===== src/rtl/iter_mul_div.sv =====
// iter_mul_div: iterative multiply/divide unit for the execute stage.
// One multiplier/quotient bit per cycle over operand magnitudes, with the
// sign fixed up on the final iteration. Valid/ready on both request and
// response; flush cancels whatever is in flight.
module iter_mul_div #(
    parameter int WIDTH = 32
) (
    input  logic             clk,
    input  logic             reset,
    input  logic             req_valid,
    output logic             req_ready,
    input  logic [2:0]       req_op,
    input  logic [WIDTH-1:0] req_src1,
    input  logic [WIDTH-1:0] req_src2,
    output logic             resp_valid,
    input  logic             resp_ready,
    output logic [WIDTH-1:0] resp_result,
    output logic             busy,
    input  logic             flush
);
    localparam int CW = $clog2(WIDTH);

    typedef enum logic [1:0] {IDLE, CALC, DONE} state_t;

    state_t             state;
    logic [2:0]         op;
    logic [WIDTH-1:0]   a_reg;     // multiplicand / dividend (quotient shifts in)
    logic [WIDTH-1:0]   b_reg;     // multiplier (shifts out) / divisor
    logic               sign1;
    logic               sign2;
    logic [CW-1:0]      cnt;
    logic [2*WIDTH-1:0] acc;       // product accumulator
    logic [WIDTH-1:0]   rem;       // partial remainder, always < divisor

    // Only MULH, DIV and MOD work on magnitudes; MUL low half is sign-agnostic.
    logic             req_signed;
    logic             neg1;
    logic             neg2;
    logic [WIDTH-1:0] mag1;
    logic [WIDTH-1:0] mag2;

    assign req_signed = (req_op == 3'b001) || (req_op == 3'b100) || (req_op == 3'b101);
    assign neg1       = req_signed && req_src1[WIDTH-1];
    assign neg2       = req_signed && req_src2[WIDTH-1];
    assign mag1       = neg1 ? -req_src1 : req_src1;
    assign mag2       = neg2 ? -req_src2 : req_src2;

    assign req_ready  = (state == IDLE) && !flush;
    assign busy       = (state != IDLE);
    assign resp_valid = (state == DONE);

    // One iteration step for each engine, plus the final sign-corrected result.
    logic [WIDTH:0]     mul_sum;
    logic [2*WIDTH-1:0] mul_nxt;
    logic [2*WIDTH-1:0] prod;
    logic [WIDTH:0]     div_trial;
    logic               div_ge;
    logic [WIDTH:0]     div_rem_wide;
    logic [WIDTH-1:0]   div_rem_nxt;
    logic [WIDTH-1:0]   div_q_nxt;
    logic [WIDTH-1:0]   mul_res;
    logic [WIDTH-1:0]   div_res;
    logic               b_zero;

    assign mul_sum      = {1'b0, acc[2*WIDTH-1:WIDTH]} + {1'b0, (b_reg[0] ? a_reg : '0)};
    assign mul_nxt      = {mul_sum, acc[WIDTH-1:1]};
    assign div_trial    = {rem, a_reg[WIDTH-1]};
    assign div_ge       = div_trial >= {1'b0, b_reg};
    assign div_rem_wide = div_ge ? (div_trial - {1'b0, b_reg}) : div_trial;
    assign div_rem_nxt  = div_rem_wide[WIDTH-1:0];
    assign div_q_nxt    = {a_reg[WIDTH-2:0], div_ge};
    assign b_zero       = (b_reg == '0);

    // Result selection on the last iteration. A zero divisor yields an
    // all-ones quotient and the dividend magnitude as remainder; giving that
    // remainder the dividend's sign reproduces src1 exactly (MIN included).
    always_comb begin
        prod    = (op == 3'b001 && (sign1 ^ sign2)) ? -mul_nxt : mul_nxt;
        mul_res = (op == 3'b001 || op == 3'b010) ? prod[2*WIDTH-1:WIDTH] : prod[WIDTH-1:0];
        if (!op[0])
            div_res = (!op[1] && (sign1 ^ sign2) && !b_zero) ? -div_q_nxt : div_q_nxt;
        else
            div_res = (!op[1] && sign1) ? -div_rem_nxt : div_rem_nxt;
    end

    // Control FSM and datapath registers.
    always_ff @(posedge clk or posedge reset) begin
        if (reset) begin
            state       <= IDLE;
            op          <= '0;
            a_reg       <= '0;
            b_reg       <= '0;
            sign1       <= 1'b0;
            sign2       <= 1'b0;
            cnt         <= '0;
            acc         <= '0;
            rem         <= '0;
            resp_result <= '0;
        end else if (flush) begin
            state <= IDLE;
        end else begin
            case (state)
                IDLE: if (req_valid) begin
                    state <= CALC;
                    op    <= req_op;
                    a_reg <= mag1;
                    b_reg <= mag2;
                    sign1 <= neg1;
                    sign2 <= neg2;
                    cnt   <= CW'(WIDTH - 1);
                    acc   <= '0;
                    rem   <= '0;
                end
                CALC: begin
                    if (op[2]) begin
                        rem   <= div_rem_nxt;
                        a_reg <= div_q_nxt;
                    end else begin
                        acc   <= mul_nxt;
                        b_reg <= b_reg >> 1;
                    end
                    cnt <= cnt - 1'b1;
                    if (cnt == '0) begin
                        state       <= DONE;
                        resp_result <= op[2] ? div_res : mul_res;
                    end
                end
                DONE: if (resp_ready) state <= IDLE;
                default: state <= IDLE;
            endcase
        end
    end
endmodule


===== config.mk =====
export PLATFORM = sky130hd
export DESIGN_NAME = iter_mul_div
export DESIGN_NICKNAME = d
export VERILOG_FILES = /design/src/rtl/iter_mul_div.sv
export SDC_FILE = /design/constraint.sdc
export NUM_CORES = 1
export LEC_CHECK = 0
export BUFFER_PORTS_ARGS = -buffer_cell sky130_fd_sc_hd__buf_4
export CORE_ASPECT_RATIO = 0.6
export CORE_MARGIN = 5
export CORE_UTILIZATION = 45
export DETAILED_ROUTE_END_ITERATION = 10
export PLACE_DENSITY_LB_ADDON = 0.3
export SYNTH_ARGS = -nofsm -noshare
export SYNTH_HDL_FRONTEND = slang
export SYNTH_SLANG_ARGS = --single-unit
export TNS_END_PERCENT = 10

===== constraint.sdc =====
create_clock -name clk -period 7.91 [get_ports clk]
set_input_delay 0 -clock clk [delete_from_list [all_inputs] [get_ports clk]]
set_output_delay 0 -clock clk [all_outputs]
set_load 0.01 [all_outputs]

==> results of run 1 <==
-- metrics by stage --
| step | hold slack [ns] | power [uW] | instances |
|---|---|---|---|
| after floorplan | 0.0475 | 2620 | 2249 |
| after global placement | 0.201 | 3190 | 2757 |
| after detailed placement | 0.203 | 3220 | 2757 |
| after CTS | 0.0241 | 4430 | 2871 |
| after global routing | 0.0502 | 4720 | 2871 |
| final | 0.0402 | 4500 | 2871 |
-- what timing repair did --
action,CTS,global route
hold buffers,76,0
endpoints found under the hold margin,203,0
setup buffers,0,0
-- synth_stat cells (38+ instances only) --
| cell | instances |
|---|---|
| a21oi_1 | 173 |
| a22o_1 | 54 |
| and2_1 | 38 |
| clkbuf_1 | 113 |
| dfrtp_1 | 203 |
| ha_1 | 72 |
| inv_1 | 75 |
| nand2_1 | 282 |
| nor2_1 | 148 |
| nor3_1 | 56 |
| o21ai_0 | 245 |
| o22ai_1 | 65 |
| xnor2_1 | 121 |
| xor2_1 | 73 |
-- critical path: stages (launching register included) --
cell	delay, ns
dfrtp_1	0.68
ha_1	0.49
nand3_1	0.08
nor4_1	0.70
a311o_1	0.30
o22ai_1	0.22
nand2_2	0.35
mux2i_1	0.32
ha_1	0.24
nand2_1	0.07
nor2_1	0.23
nand4_1	0.19
o41ai_2	0.47
nand3_1	0.27
nor4_2	0.48
a41oi_1	0.19
xnor2_1	0.19
o221ai_1	0.20
nand2_1	0.07
-- final timing paths --
kind                       slack [ns]               to  cells past startpoint      startpoint
max                              2.06  resp_result[30]                     18        b_reg[0]
min                              0.04         state[0]                      5       req_valid
max reg2reg                      2.06  resp_result[30]                     18        b_reg[0]
min reg2reg                      0.48   resp_result[5]                      2  resp_result[5]
max in group asynchronous        6.06   resp_result[3]                      4           reset
min in group asynchronous        0.20        a_reg[17]                      3           reset
-- metal layers --
layer	global-route usage (%)	vias up	wire length [um]
met2	38.2	910	24700
met1	45.7	8886	31000
met4	3.85	0	972
met3	8.70	79	7770
met5	0	-	0
li1	-	8425	-
-- cell type report --
type / count / area (sq um) / area share, %
inverter: 79 / 309 / 1.53
multi-input combinational: 1833 / 11600 / 57.5
tap: 513 / 642 / 3.18
clock buffer: 30 / 661 / 3.28
timing repair buffer: 205 / 1730 / 8.58
sequential: 203 / 5080 / 25.2
clock inverter: 8 / 155 / 0.770
-- where the power goes --
part           internal (uW)  switching (uW)  leakage [uW]
clock                    715             467      0.000404
sequential              1150             228       0.00269
combinational            689            1250       0.00557
total                   2560            1940       0.00867
-- cell families after synthesis --
| kind of cell | count (synthesis) | share of synthesized area, % |
|---|---|---|
| AO/OA/AOI/OAI | 779 | 28.1 |
| XOR/XNOR | 194 | 9.74 |
| adder cells (fa/ha/maj) | 74 | 5.40 |
| buffers and inverters | 213 | 4.72 |
| flip-flops | 203 | 29.1 |
| multiplexers | 24 | 1.40 |
| AND/OR/NAND/NOR | 762 | 21.5 |
==> results.toml, run 1 <==
[outcome]
status = "completed"

[sta]
final.setup.worst_slack_ns = 2.06
tightest_slew_ns = 1.35
relSlewSlack_pct = 7.63
max_freq_mhz = 171
slew_violations = 0
tns_ns = 0
hold_viol_final = 0
period_minus_slack_ns = 5.85
setup_violations = 0
fin_worst_skew_ns = 0.0229
rsz0062_at_grt = "false"
period_share_pct = 74.0

[finish]
top_register = "acc"
area_delta_synth_final_pct = 15.6
final_area_sq_mm = 0.0202
diodes = 0
fin_util_pct = 53.1
final_common_cell = "nand2_1"
final_nets = 2490
layout_common_cells = "280 x nand2_1, 244 x o21ai_0, 203 x dfrtp_1, 173 x a21oi_1, 147 x nor2_1"
fillers = 3524
largest_register_ffs = 63
layout-drive-gt1-share_pct = 8.99

[global_route]
grt_pass1_vias = 16600
grt_util_all_layers_pct = 28.6
grt_pass1_wl_um = 98900
antenna_found_initial = 0
overflow = 0
grt_max_degree = 131

[floorplan]
io_pins = 107
rows = 55
start_util_pct = 45.9
die_x_um = 264
die_h_um = 162
dieArea_sq_mm = 0.0429
core_area_sq_mm = 0.0380

[synthesis]
ys_ff_latch = 203
synth_nets = 2395
avgSynthCellArea_sq_um = 7.75
synth_edf_count = 0
synthArstFlopShare_pct = 100
synth_top_area_share_pct = 29.1
synth-main-ff-cell = "dfrtp_1"
synth_cell_type_count = 89
yosysTopAreaCell = "dfrtp_1"
synthTopCellsByArea = "dfrtp_1 29%, o21ai_0 7.0%, xnor2_1 6.1%"
synth_cells = 2249
seq_area_frac_synth_pct = 29.1
syn-cell-area_sq_mm = 0.0174
ys_warn_count = 0

[setup_path]
cp-start-kind = "register"
crit_required_ns = 8.33
worstPathArrival_ns = 6.27
path_max_fanout = 16
path_class = "reg2reg"
end_kind = "register"

[place]
io_buffers = 106
dp_hpwl_um = 48700
gp_congestion = 0.997
placed_area_sq_mm = 0.0186
dp_slack_ns = 2.26

[cts]
cts.sinks = 203
h-tree-depth = 1
cts_tree = "built"
path_clk_slew_ns = 0.06
cts-resized-gates = 0
clock-root-buffer = "clkbuf_16"
cts_max_path_buffers = 3
clk_latency_ns = 0.54
numCtsBuffers = 22

[drt]
drc = 0
routed_wl_um = 64400
drtPass1Iterations = 5
avgRoutedWirePerCell_um = 22.4
vias = 18300
viasPerCell = 6.37
ant_nets = 0
drtIter0Drc = 2490

[pwr]
max-vdd-ir-drop_mv = 0.150
p_leak_uw = 0.00867
cellPowerDensity_mw_per_mm2 = 223

[flow_run]
cap_violations = 0

[worst_hold_path]
worstHoldPathType = "in2reg"
Power figures use the tool's default switching activity.
==> run 2: changes to the inputs <==
clock period = 5.81 ns   (was 7.91 ns; I/O delays follow)
==> run 2 against run 1 <==
  * First-iteration DRC count increased by 8.7%
  * Combinational power is 41% higher
  * Sequential cell count is the same
  * Critical path depth rose by 3
  * Maximum frequency grew 10%
  * Core utilization increased by 0.27 points
  * Critical path type unchanged
==> results.toml, run 2 (synthesis gave the netlist of run 1 again) <==
[floorplan]
dieArea_sq_mm = 0.0429
rows = 55
die_h_um = 162
die_x_um = 264
io_pins = 107
start_util_pct = 45.9
core_area_sq_mm = 0.0380

[finish]
diodes = 0
layout-drive-gt1-share_pct = 10.3
fin_util_pct = 53.3
final_nets = 2516
fillers = 3557
instances_no_fill = 2899
final_area_sq_mm = 0.0203
top_register = "acc"
area_delta_synth_final_pct = 16.2
largest_register_ffs = 63
final_common_cell = "nand2_1"
layout_common_cells = "280 x nand2_1, 244 x o21ai_0, 203 x dfrtp_1, 173 x a21oi_1, 161 x buf_4"

[setup_path]
path_class = "reg2reg"
end_kind = "register"
worstPathArrival_ns = 5.76
crit_family = "compound AO/OA/AOI/OAI gates"
crit_buf_inv = 3
cp_slowest_stage_delay_ns = 0.50
reg2reg_depth = 21
cp_cell_sequence = "inv_1, ha_1, a21oi_2, nand2b_1, o211ai_1, a31o_2, nand2_2, buf_4, o21ai_0, ha_1, nand2_1, nor2_1, nand4_1, o41ai_2, buf_4, nand3_1, nor4_2, a41oi_1, xnor2_1, o221ai_1, nand2_1"
crit_slowest_cell = "o211ai_1"
crit_required_ns = 6.25
r2r_slack_ns = 0.49
reg2reg_to = "resp_result[30]"
reg2reg_from = "b_reg[3]"
cp-start-kind = "register"
path_max_fanout = 12

[cts]
cts-resized-gates = 0
path_clk_slew_ns = 0.07
cts_setup_buffers = 0
cts.sinks = 203
clk_latency_ns = 0.56
cts_max_path_buffers = 3
cts_tree = "built"
h-tree-depth = 1
numCtsBuffers = 22
clock-root-buffer = "clkbuf_16"

[worst_hold_path]
worstHoldPathType = "in2reg"
hold_depth = 5
worstHoldStart = "req_valid"
holdPathEnd = "state[0]"

[drt]
drc = 0
routed_wl_um = 66500
avgRoutedWirePerCell_um = 22.9
drtIter0Drc = 2707
viasPerCell = 6.40
ant_nets = 0
vias = 18500
drtPass1Iterations = 6

[place]
placed_area_sq_mm = 0.0188
gp_congestion = 1.04
io_buffers = 106
dp_cells = 2789
dp_hpwl_um = 50900

[global_route]
grt_pass1_vias = 16800
grt_max_degree = 84
grt_util_all_layers_pct = 29.7
overflow = 0
antenna_found_initial = 2
grt_pass1_wl_um = 102000

[sta]
slew_violations = 0
hold_viol_final = 0
max_freq_mhz = 188
setup_violations = 0
period_minus_slack_ns = 5.32
relSlewSlack_pct = 21.0
fin_worst_skew_ns = 0.0315
rsz0062_at_grt = "false"
period_share_pct = 91.6
hold_ws_ns = 0.0322
tns_ns = 0
tightest_slew_ns = 1.18

[pwr]
max-vdd-ir-drop_mv = 0.200
cellPowerDensity_mw_per_mm2 = 299
p_leak_uw = 0.00875

[flow_run]
cap_violations = 0

[outcome]
status = "completed"
==> run 2: changes by cell type in the layout (fill, tap and decap cells not counted), moves of 2 or more <==
cell,previous run,this run
clkinvlp_4,0,3
bufinv_16,4,2
inv_6,0,2
clkbuf_8,8,1
clkinv_2,2,5
buf_4,129,161
dlygate4sd3_1,76,70
==> run 2: worst max path at each step <==
stage               startpoint               to  slack, ns  cells past startpoint
detailed placement     rem[17]  resp_result[30]       0.63                     21
floorplan                reset         a_reg[0]       0.27                      1
finish                b_reg[3]  resp_result[30]       0.49                     21
global route           rem[17]  resp_result[30]       0.03                     21
CTS                    rem[17]  resp_result[30]       0.60                     21
global placement      b_reg[0]  resp_result[30]       0.80                     17
==> run 2: report_power, final <==
group / switching, uW / internal (uW) / total, uW
combinational: 1760 / 968 / 2730
sequential: 261 / 1570 / 1830
clock: 681 / 813 / 1490
total: 2700 / 3350 / 6060
==> run 2: what timing repair did <==
item / 4_1_cts / 5_1_grt
endpoints found under the hold margin: 153 / 0
endpoints found under the setup margin: 0 / 0
hold buffers: 70 / 0
==> run 2: area by class of cell <==
cell class	count	area (sq um)	area share [%]
Multi-Input combinational cell	1833	11600	57.2
Sequential cell	203	5080	25.1
Timing Repair Buffer	231	1910	9.42
Tap cell	513	642	3.17
Clock buffer	24	568	2.80
Inverter	79	309	1.53
Clock inverter	16	170	0.840
==> run 2: metrics by stage <==
| stage | total power [uW] | setup WS, ns |
|---|---|---|
| finish | 6060 | 0.488 |
| global route | 6360 | 0.0277 |
| CTS | 5960 | 0.598 |
| detailed placement | 4430 | 0.628 |
| global placement | 4380 | 0.803 |
| floorplan | 3570 | 0.271 |
==> run 2: worst min-delay path, stage by stage <==
cell      delay (ns)
buf_4           0.11
nor2_1          0.09
nor3_1          0.05
buf_4           0.17
a21boi_0        0.12
==> run 2: per-layer routing <==
layer / part of all wire [%] / vias to the layer above / wire length (um) / track usage (%)
li1: - / 8491 / - / -
met1: 47 / 8928 / 31600 / 48.6
met2: 37 / 1064 / 24900 / 37.9
met3: 14 / 64 / 9160 / 9.48
met4: 1.3 / 2 / 869 / 3.92
met5: 0.017 / - / 11 / 0
